File: config.mk
export PLATFORM = sky130hd
export DESIGN_NAME = intr_controller
export DESIGN_NICKNAME = d
export VERILOG_FILES = /design/src/rtl/intr_controller.sv
export SDC_FILE = /design/constraint.sdc
export NUM_CORES = 1
export LEC_CHECK = 0
export CAP_MARGIN = 20
export CORE_UTILIZATION = 36
export DETAILED_ROUTE_END_ITERATION = 6
export PLACE_DENSITY = 0.93
export RECOVER_POWER = 25
export SETUP_SLACK_MARGIN = 0.2
export SKIP_CTS_REPAIR_TIMING = 1
export SYNTH_ARGS = -nofsm -noshare
export SYNTH_HDL_FRONTEND = slang
export SYNTH_SLANG_ARGS = --single-unit
File: constraint.sdc
create_clock -name clk -period 4.2 [get_ports clk]
set_input_delay 0.42 -clock clk [delete_from_list [all_inputs] [get_ports clk]]
set_output_delay 0.42 -clock clk [all_outputs]
set_load 0.01 [all_outputs]
File: src/rtl/intr_controller.sv
// intr_controller
//   Four-source fixed-priority interrupt controller with a single vector
//   request to the CPU. Source 0 (done1) has the highest priority.
//
//   Build option:
//     INTR_EDGE_EN  defined   -> rising-edge events; each source keeps a
//                                history flop, so a held-high done gives one event
//                   undefined -> level events; every cycle done=1 sets pending
//
//   Ports:
//     clk          clock, rising edge
//     reset        asynchronous, active-low reset
//     done1..done4 completion events, sources 0..3
//     mask[3:0]    per-source enable (1 = enabled)
//     status_bit   CPU interrupt-disable / in-service flag, blocks new requests
//     int_ack      CPU accept pulse
//     eoi          end-of-interrupt pulse
//     interrupt    registered request to the CPU
//     int_addr     registered vector address
//     int_id       registered id of the requested / serviced source
//     pending      registered pending flags
//
//   state   | meaning
//   --------+-----------------------------------------------
//   IDLE    | no request outstanding, scanning pending&mask
//   REQ     | interrupt asserted, id/addr frozen until ack
//   SERVICE | CPU accepted, waiting for eoi
module intr_controller #(
    parameter logic [31:0] VEC_BASE  = 32'h0000_0100,
    parameter int unsigned VEC_SHIFT = 4
) (
    input  logic        clk,
    input  logic        reset,
    input  logic        done1,
    input  logic        done2,
    input  logic        done3,
    input  logic        done4,
    input  logic [3:0]  mask,
    input  logic        status_bit,
    input  logic        int_ack,
    input  logic        eoi,
    output logic        interrupt,
    output logic [31:0] int_addr,
    output logic [1:0]  int_id,
    output logic [3:0]  pending
);

    typedef enum logic [1:0] {
        IDLE    = 2'd0,
        REQ     = 2'd1,
        SERVICE = 2'd2
    } state_t;

    state_t      state, state_nxt;
    logic [3:0]  done_vec;
    logic [3:0]  evt;
    logic [3:0]  qual;
    logic [3:0]  clr_vec;
    logic [3:0]  pending_nxt;
    logic [1:0]  id_sel;
    logic [1:0]  int_id_nxt;
    logic [31:0] int_addr_nxt;
    logic        interrupt_nxt;
    logic        ack_clr;

    assign done_vec = {done4, done3, done2, done1};

`ifdef INTR_EDGE_EN
    logic [3:0] done_q;

    always_ff @(posedge clk or negedge reset) begin
        if (!reset) begin
            done_q <= 4'b0000;
        end else begin
            done_q <= done_vec;
        end
    end

    assign evt = done_vec & ~done_q;
`else
    assign evt = done_vec;
`endif

    assign qual = pending & mask;

    // Lowest-numbered qualifying source wins; scan from the top so the
    // last assignment is the highest priority one.
    always_comb begin
        id_sel = 2'd0;
        for (int i = 3; i >= 0; i--) begin
            if (qual[i]) begin
                id_sel = i[1:0];
            end
        end
    end

    always_comb begin
        state_nxt     = state;
        interrupt_nxt = interrupt;
        int_id_nxt    = int_id;
        int_addr_nxt  = int_addr;
        ack_clr       = 1'b0;
        case (state)
            IDLE: begin
                if ((qual != 4'b0000) && !status_bit) begin
                    state_nxt     = REQ;
                    interrupt_nxt = 1'b1;
                    int_id_nxt    = id_sel;
                    int_addr_nxt  = VEC_BASE + ({30'd0, id_sel} << VEC_SHIFT);
                end
            end
            REQ: begin
                // A withdrawn mask cancels the request even if ack arrives
                // in the same cycle; the pending bit is kept for later.
                if (!mask[int_id]) begin
                    state_nxt     = IDLE;
                    interrupt_nxt = 1'b0;
                end else if (int_ack) begin
                    state_nxt     = SERVICE;
                    interrupt_nxt = 1'b0;
                    ack_clr       = 1'b1;
                end
            end
            SERVICE: begin
                if (eoi) begin
                    state_nxt = IDLE;
                end
            end
            default: begin
                state_nxt     = IDLE;
                interrupt_nxt = 1'b0;
            end
        endcase
    end

    // New events are OR-ed in after the ack clear so a coincident set wins.
    assign clr_vec     = ack_clr ? (4'b0001 << int_id) : 4'b0000;
    assign pending_nxt = (pending & ~clr_vec) | evt;

    always_ff @(posedge clk or negedge reset) begin
        if (!reset) begin
            state     <= IDLE;
            interrupt <= 1'b0;
            int_id    <= 2'd0;
            int_addr  <= 32'd0;
            pending   <= 4'b0000;
        end else begin
            state     <= state_nxt;
            interrupt <= interrupt_nxt;
            int_id    <= int_id_nxt;
            int_addr  <= int_addr_nxt;
            pending   <= pending_nxt;
        end
    end

endmodule
==> results.txt, run 1 <==
The run finished with clean final reports. For this run the aggregate overflow at the end of global routing stands at 0. The tools report the via count of the first global-routing pass as 423. At the worst endpoint, the arrival time is 1.33 ns. Total vias in the final route: 537. The logs give 2150 µm² for the area of the die and 0 for the post-detailed-route count of antenna-violating nets. The source of the worst hold timing path is interrupt.

In this run the worst hold path is classified as flip-flop to flip-flop. Each instance of the synthesized netlist takes up on average 9.72 µm². The run gives 3.78 ns as the required time of the critical path. The summed negative setup slack over all endpoints is 0 ns. TritonCTS created 3 clock buffers. The tools report the top-level I/O count as 52. Counting every sink on the clock net gives 10.

TritonCTS built the clock tree. The run gives 181 as the number of filler cells placed in the layout. Worst-case hold path end point: interrupt. Gate family responsible for the most delay along the worst path: buffers and inverters. The detailed-route wire length per cell is 10.2 µm. Row generation in the floorplan step produced 15 rows.

Detailed placement finished with a half-perimeter wire length of 994 µm. The power per cell area is 447 nW/µm², and the number of maximum-capacitance constraint violations is 0. For the number of pins with negative max-slew slack in the final report, the log shows 0. For this run, design rule violations remaining after detail routing come to 0. The clock insertion delay at the later pin of the skew report was 0.26 ns.

Setup violations remaining at the end of the flow were counted as 0. The cell accounting for the most synthesized area is sky130_fd_sc_hd__dfrtp_1. The tools report the routability congestion estimate from global placement as 0.805. The routing usage on met2 was 21.9%. The critical path is of the flip-flop to output port type. The via density per instance was 4.48. The top cell types in the final layout, fill and taps aside, are sky130_fd_sc_hd__conb_1 (29), sky130_fd_sc_hd__clkdlybuf4s50_1 (21), sky130_fd_sc_hd__dfrtp_1 (10).

Endpoint of the lowest-slack register-to-register path: interrupt. The width of the die came out at 46.4 µm. The post-route netlist has 7.37% of its cells at a drive strength greater than 1. In this run the cell area of the synthesized design comes to 709 µm². The clock passes through at most 2 buffers. Detailed-route wire length: 1220 µm. The instance count along the most critical hold path is 1. Number of gates on the worst path with buffers counted: 1. The final layout contains 110 nets. Derived from the worst setup path, the maximum achievable clock frequency is 570 MHz. Compared with the post-synthesis result, the final layout area differs by 20.6%. For the final database, setup skew stands at 0.00427 ns. The placeable core region came out at 1780 µm².

Leaving out fill and tap cells, the most frequent cell in the layout is sky130_fd_sc_hd__conb_1. The tree is rooted in a sky130_fd_sc_hd__clkbuf_4. VDD sags by at most 0.208 mV. In this design, the stage delay of the slowest critical-path cell is 0.60 ns. The CTS clock-pin slew for the worst setup and hold paths works out to 0.06 ns. After synthesis, the largest area contributor takes up 35.3% of total cell area. Counting distinct cell types in the post-synthesis netlist gives 24. For the sum of internal, switching and leakage power, the log shows 0.382 mW. For the worst flop-to-flop path, the logic depth is 4.

The busiest metal layer after global routing is met2. After layout, the worst path uses 41.7% of the clock period. After synthesis, the cell types taking the most area are sky130_fd_sc_hd__dfrtp_1 (35%), sky130_fd_sc_hd__buf_4 (33%), sky130_fd_sc_hd__a21o_1 (4.2%).

The sequential share of the synthesized area was 35.3%; the maximum number of pins on one net before global-route repair was 11. The count of buffers added on input and output ports is 22. Yosys printed 0 warnings. The number of H-tree levels is 1. For this design, the slowest cell found on the critical path is sky130_fd_sc_hd__clkdlybuf4s50_1.

Across every metal layer, demand over resource in global routing totals 12.8%. The number of detailed-route iterations in the first pass was 4; the time the final worst path needs with I/O delays and setup was 1.75 ns. The number of antenna violations at the first check in global routing was 0; the maximum fanout count along the critical path was 8. In this run, the number of DRC markers left after iteration 0 of detailed routing was 5.

Setup repair after global routing left no endpoint under its margin. For this configuration, the core starts out at a cell density of 39.8%. The run gives 2.75% as the met3 track utilization from global routing. The tools report the source of the worst register-to-register timing path as int_id[0].

Traced cell by cell, the critical path runs through clkdlybuf4s50_1. Category of the worst setup path capture point: an output port. Instance count of the mapped netlist: 73. The final count of hold timing violations is 0.

The number of synthesized register bits was 10. The number of buffer and inverter instances along the worst setup path is 1, and the register-to-register setup slack is 2.72 ns. The kind of start point of the critical path was a flip-flop.

The antenna diode count is 0, and the first-pass GRT wire length is 1860 µm. The analysis attributes to cell leakage a power of 0.390 nW. Global routing consumed, on the met1 layer, 13.8% of the routing resources.

In this run the vertical extent of the chip is 46.4 µm.
==> kinds of logic (layout without fill, tap and decap cells) <==
| family | Yosys count | count (layout) | share of synthesized area, % |
|---|---|---|---|
| muxes | 2 | 2 | 4.76 |
| and+or+nand+nor | 15 | 15 | 12.9 |
| buffers and inverters | 32 | 26 | 33.3 |
| DFF | 10 | 10 | 35.3 |
| AOI/OAI and AO/OA | 13 | 13 | 13.2 |
| other | 1 | 29 | 0.529 |
==> synthesized netlist by cell type <==
master / n
sky130_fd_sc_hd__a21o_1: 4
sky130_fd_sc_hd__a21oi_1: 3
sky130_fd_sc_hd__a22o_1: 2
sky130_fd_sc_hd__a32o_1: 1
sky130_fd_sc_hd__a32oi_1: 1
sky130_fd_sc_hd__and2b_2: 1
sky130_fd_sc_hd__and3b_1: 1
sky130_fd_sc_hd__buf_4: 31
sky130_fd_sc_hd__conb_1: 1
sky130_fd_sc_hd__dfrtp_1: 10
sky130_fd_sc_hd__inv_1: 1
sky130_fd_sc_hd__mux2_1: 1
sky130_fd_sc_hd__mux4_2: 1
sky130_fd_sc_hd__nand2_1: 4
sky130_fd_sc_hd__nand2b_1: 1
sky130_fd_sc_hd__nand3_1: 2
sky130_fd_sc_hd__nand3b_1: 1
sky130_fd_sc_hd__nand3b_2: 1
sky130_fd_sc_hd__nor2_1: 1
sky130_fd_sc_hd__nor3_1: 1
sky130_fd_sc_hd__o21a_1: 1
sky130_fd_sc_hd__o21ai_0: 1
sky130_fd_sc_hd__or2_2: 1
sky130_fd_sc_hd__or3b_1: 1
==> area by class of cell <==
class	count	area (µm²)	share of cell area (%)
multi-input cells	59	328	38.3
flip-flops and latches	10	250	29.2
well taps	25	31.3	3.65
clock buffers	3	22.5	2.63
inverters	1	3.75	0.439
repair buffers	22	220	25.7
==> report_power, final <==
group          switching (mW)  internal (mW)
combinational          0.0725         0.0935
sequential             0.0316          0.121
clock                  0.0302         0.0330
total                   0.134          0.248
==> per-stage QoR <==
step / std cells / hold slack (ns) / setup slack, ns / util (%) / instance area [µm²]
floorplan: 101 / 0.124 / 2.76 / - / 815
finish: 120 / 0.494 / 2.45 / 48.0 / 856
CTS: 120 / 0.487 / 2.44 / 48.0 / 856
detailed placement: 117 / 0.474 / 2.35 / 46.7 / 833
global route: 120 / 0.516 / 2.40 / 48.0 / 856
global placement: 117 / 0.469 / 2.38 / 46.7 / 833
==> sequential cells by signal (all words and copies together), names as in the netlist <==
signal     flops
int_addr       2
int_id         1
interrupt      1
pending        4
state          2
==> worst max-delay path by stage <==
| stage | slack (ns) | startpoint | endpoint |
|---|---|---|---|
| 2_1_floorplan | 2.76 | int_id[0] | interrupt |
| 4_1_cts | 2.44 | int_id[0] | int_id[0] |
| 6_report | 2.45 | int_id[0] | int_id[0] |
| 3_3_place_gp | 2.38 | mask[3] | interrupt |
| 5_1_grt | 2.40 | int_id[0] | int_id[0] |
| 3_5_place_dp | 2.35 | mask[3] | interrupt |
==> layer usage <==
layer | vias to the layer above | routed length (µm)
li1 | 233 | -
met1 | 248 | 446
met2 | 51 | 606
met3 | 5 | 139
met4 | 0 | 26
met5 | - | 0
Power figures use the tool's default switching activity.
==> run 2: changes to the inputs <==
- CORE_UTILIZATION: 36 -> 33
- PLACE_DENSITY: 0.93 -> 0.87
- clock period: 4.2 -> 1.7 ns (I/O delays scaled with it)
==> results.txt, run 2 (same netlist as run 1, synthesis figures left out) <==
The run finished with clean final reports. The required time of the critical path was 1.53 ns; the top-level I/O count was 52. The detailed router finished its first iteration with 2 violations. The first global-routing pass estimated 2150 µm of wire. The die is 48.4 µm tall. After filler insertion, the fill cell instance count of the layout stands at 200.

Timing would allow up to 681 MHz. TritonCTS built the clock tree. Global routing used 11.8% of the available tracks across all layers. The setup check on the worst reg-to-reg path leaves a slack of 0.25 ns. For the post-detailed-route count of antenna-violating nets, the log shows 0. Together, buffers and inverters on the worst path number 2. After detailed placement, the total cell area comes to 843 µm². The tools report the maximum number of pins on one net before global-route repair as 11. Traced cell by cell, the critical path runs through buf_4, clkdlybuf4s50_1.

The register with the most flip-flops in the layout has 4 of them. Of all nets on the critical path, the largest fanout is 7. The starting utilization of the core area is 35.8%, and the antenna diode count is 0. Number of core rows: 16. The most common cell after layout, fill and taps aside was sky130_fd_sc_hd__conb_1.

The slowest stage of the critical path belongs to the cell sky130_fd_sc_hd__clkdlybuf4s50_1. The kind of start point of the critical path is a flip-flop. Final net count: 112.

The run gives 0 as the number of maximum-capacitance constraint violations. The run gives 0 as the number of pins with negative max-slew slack in the final report. The worst setup path is captured at an output port.

The later pin in the worst-skew pair is clocked with a latency of 0.26 ns. The gate family responsible for the most delay along the worst path was buffers and inverters. For the worst flop-to-flop path, the logic depth is 5.

Summing internal, switching and leakage power gives 1.04 mW. The number of gates on the worst path with buffers counted came out at 2. The total vias in the final route was 531; the detailed-route wire length per cell was 10.4 µm.

The wire-length estimate of the detail-placed layout is 1050 µm. Clock tree synthesis inserted a total of 3 buffers. The tree is rooted in a sky130_fd_sc_hd__clkbuf_4. In the final layout, the registers with the most flip-flops are pending: 4 flops, int_addr: 2 flops, state: 2 flops.

Global routing used 10.9% of the available met1 tracks. In the layout the commonest cells are sky130_fd_sc_hd__conb_1 (29), sky130_fd_sc_hd__clkdlybuf4s50_1 (21), sky130_fd_sc_hd__dfrtp_1 (9). Adding up every negative setup slack in the final design gives 0 ns.

The total overflow left after global routing is 0. The worst ir drop on vdd came out at 0.638 mV. The die is 48.4 µm wide. The count of buffers added on input and output ports is 22. The start point of the critical path is int_id[0]. The tightest hold path in the finished design has a slack of 0.285 ns.

Routability congestion estimate from global placement: 0.796. The via density per instance is 4.25. Clock-pin slew was measured on the worst setup and hold paths at 0.07 ns.

Busiest metal layer after global routing: met2. The startpoint-to-endpoint class of the critical path is flip-flop to output port. The run gives 0 as the number of endpoints failing setup at the final stage. For the final count of hold timing violations, the log shows 0.

The layout cell share with drive strength beyond 1 works out to 11.2%. The via count of the first global-routing pass came out at 508. The run gives 2340 µm² as the area of the die. The detailed-route wire length is 1300 µm, and the routing usage on met2 is 24.2%.

The pre-antenna-repair detailed-routing pass consisted of 4 iterations. The number of antenna violations at the first check in global routing came out at 0. The destination of the critical timing path is int_addr[4]. Dividing total power by cell area gives a power density of 1170 nW/µm².

For the number of H-tree levels, the log shows 1. For the final cell area excluding filler cells, the log shows 888 µm². In this run the standard cell core region covers 1980 µm².

The met3 track utilization from global routing came out at 2.20%. Type of the worst min-delay path: input pin to async pin. Setup repair after global routing could not meet its margin everywhere. The tools report the number of remaining DRC errors as 0. For the worst setup path, the data arrival time is 1.30 ns. The run gives 0.406 nW as the leakage power.

Clock skew on the completed layout was measured at 0.00443 ns. After layout, the worst path uses 86.4% of the clock period. The area growth from synthesis to final layout works out to 25.2%. The clock sink count came out at 10. The tools report the source of the worst register-to-register timing path as int_id[0]. Ranked by flip-flop count, first place goes to pending.

The routed design could run at a clock period as short as 1.47 ns. For the buffer depth of the longest clock path, the log shows 2. Endpoint of the lowest-slack register-to-register path: interrupt. On the worst path, the slowest cell contributes a delay of 0.54 ns.
## run 2: cell count changes in the layout (fill, tap and decap cells not counted), sizes merged
cell,before,now
buf,0,2
clkbuf,3,4
## run 2: metrics by stage
stage | worst slack, ns | std cells | util, %
2_1_floorplan | 0.259 | 101 | -
6_report | 0.232 | 125 | 44.8
3_3_place_gp | 0.134 | 120 | 42.6
5_1_grt | 0.186 | 125 | 44.8
3_5_place_dp | 0.0827 | 120 | 42.6
4_1_cts | 0.161 | 124 | 44.4
## run 2: worst reg2reg max path, delay by kind of cell, from the launching register on
kind	cells	cell delay [ns]
DFF	1	0.36
muxes	1	0.52
AOI/OAI and AO/OA	1	0.17
buffers and inverters	1	0.13
and+or+nand+nor	2	0.17
## run 2: how the worst min path moves through the flow
| stage | end | slack (ns) | cells past startpoint |
|---|---|---|---|
| global route | state[1] | 0.31 | 1 |
| detailed placement | int_addr[8] | 0.47 | 1 |
| finish | pending[3] | 0.29 | 1 |
| floorplan | int_addr[5] | -0.13 | 0 |
| global placement | int_addr[8] | 0.46 | 1 |
| CTS | state[1] | 0.23 | 1 |
## run 2: area by class of cell
type	count	area [µm²]	area share, %
multi-input combinational	59	328	36.9
sequential	10	251	28.3
timing repair buffer	24	235	26.5
clock buffer	4	36.3	4.08
tap	27	33.8	3.80
inverter	1	3.75	0.423
## run 2: power breakdown
group	leakage, nW	total (mW)	switching (mW)	internal, mW
Combinational	0.280	0.471	0.213	0.258
Clock	0.0210	0.211	0.0812	0.130
Sequential	0.105	0.359	0.0566	0.302
## run 2: routing by layer
| layer | vias up | share of wire [%] | routed length [µm] |
|---|---|---|---|
| met5 | - | 0 | 0 |
| met4 | 0 | 0.62 | 8 |
| met3 | 2 | 8.5 | 110 |
| met2 | 37 | 56 | 722 |
| met1 | 252 | 35 | 459 |
| li1 | 240 | - | - |
==> run 3: changes to the inputs <==
- SLEW_MARGIN: unset -> 10
==> results of run 3 <==
Final layout, timing and power as in run 2 (identical DEF).
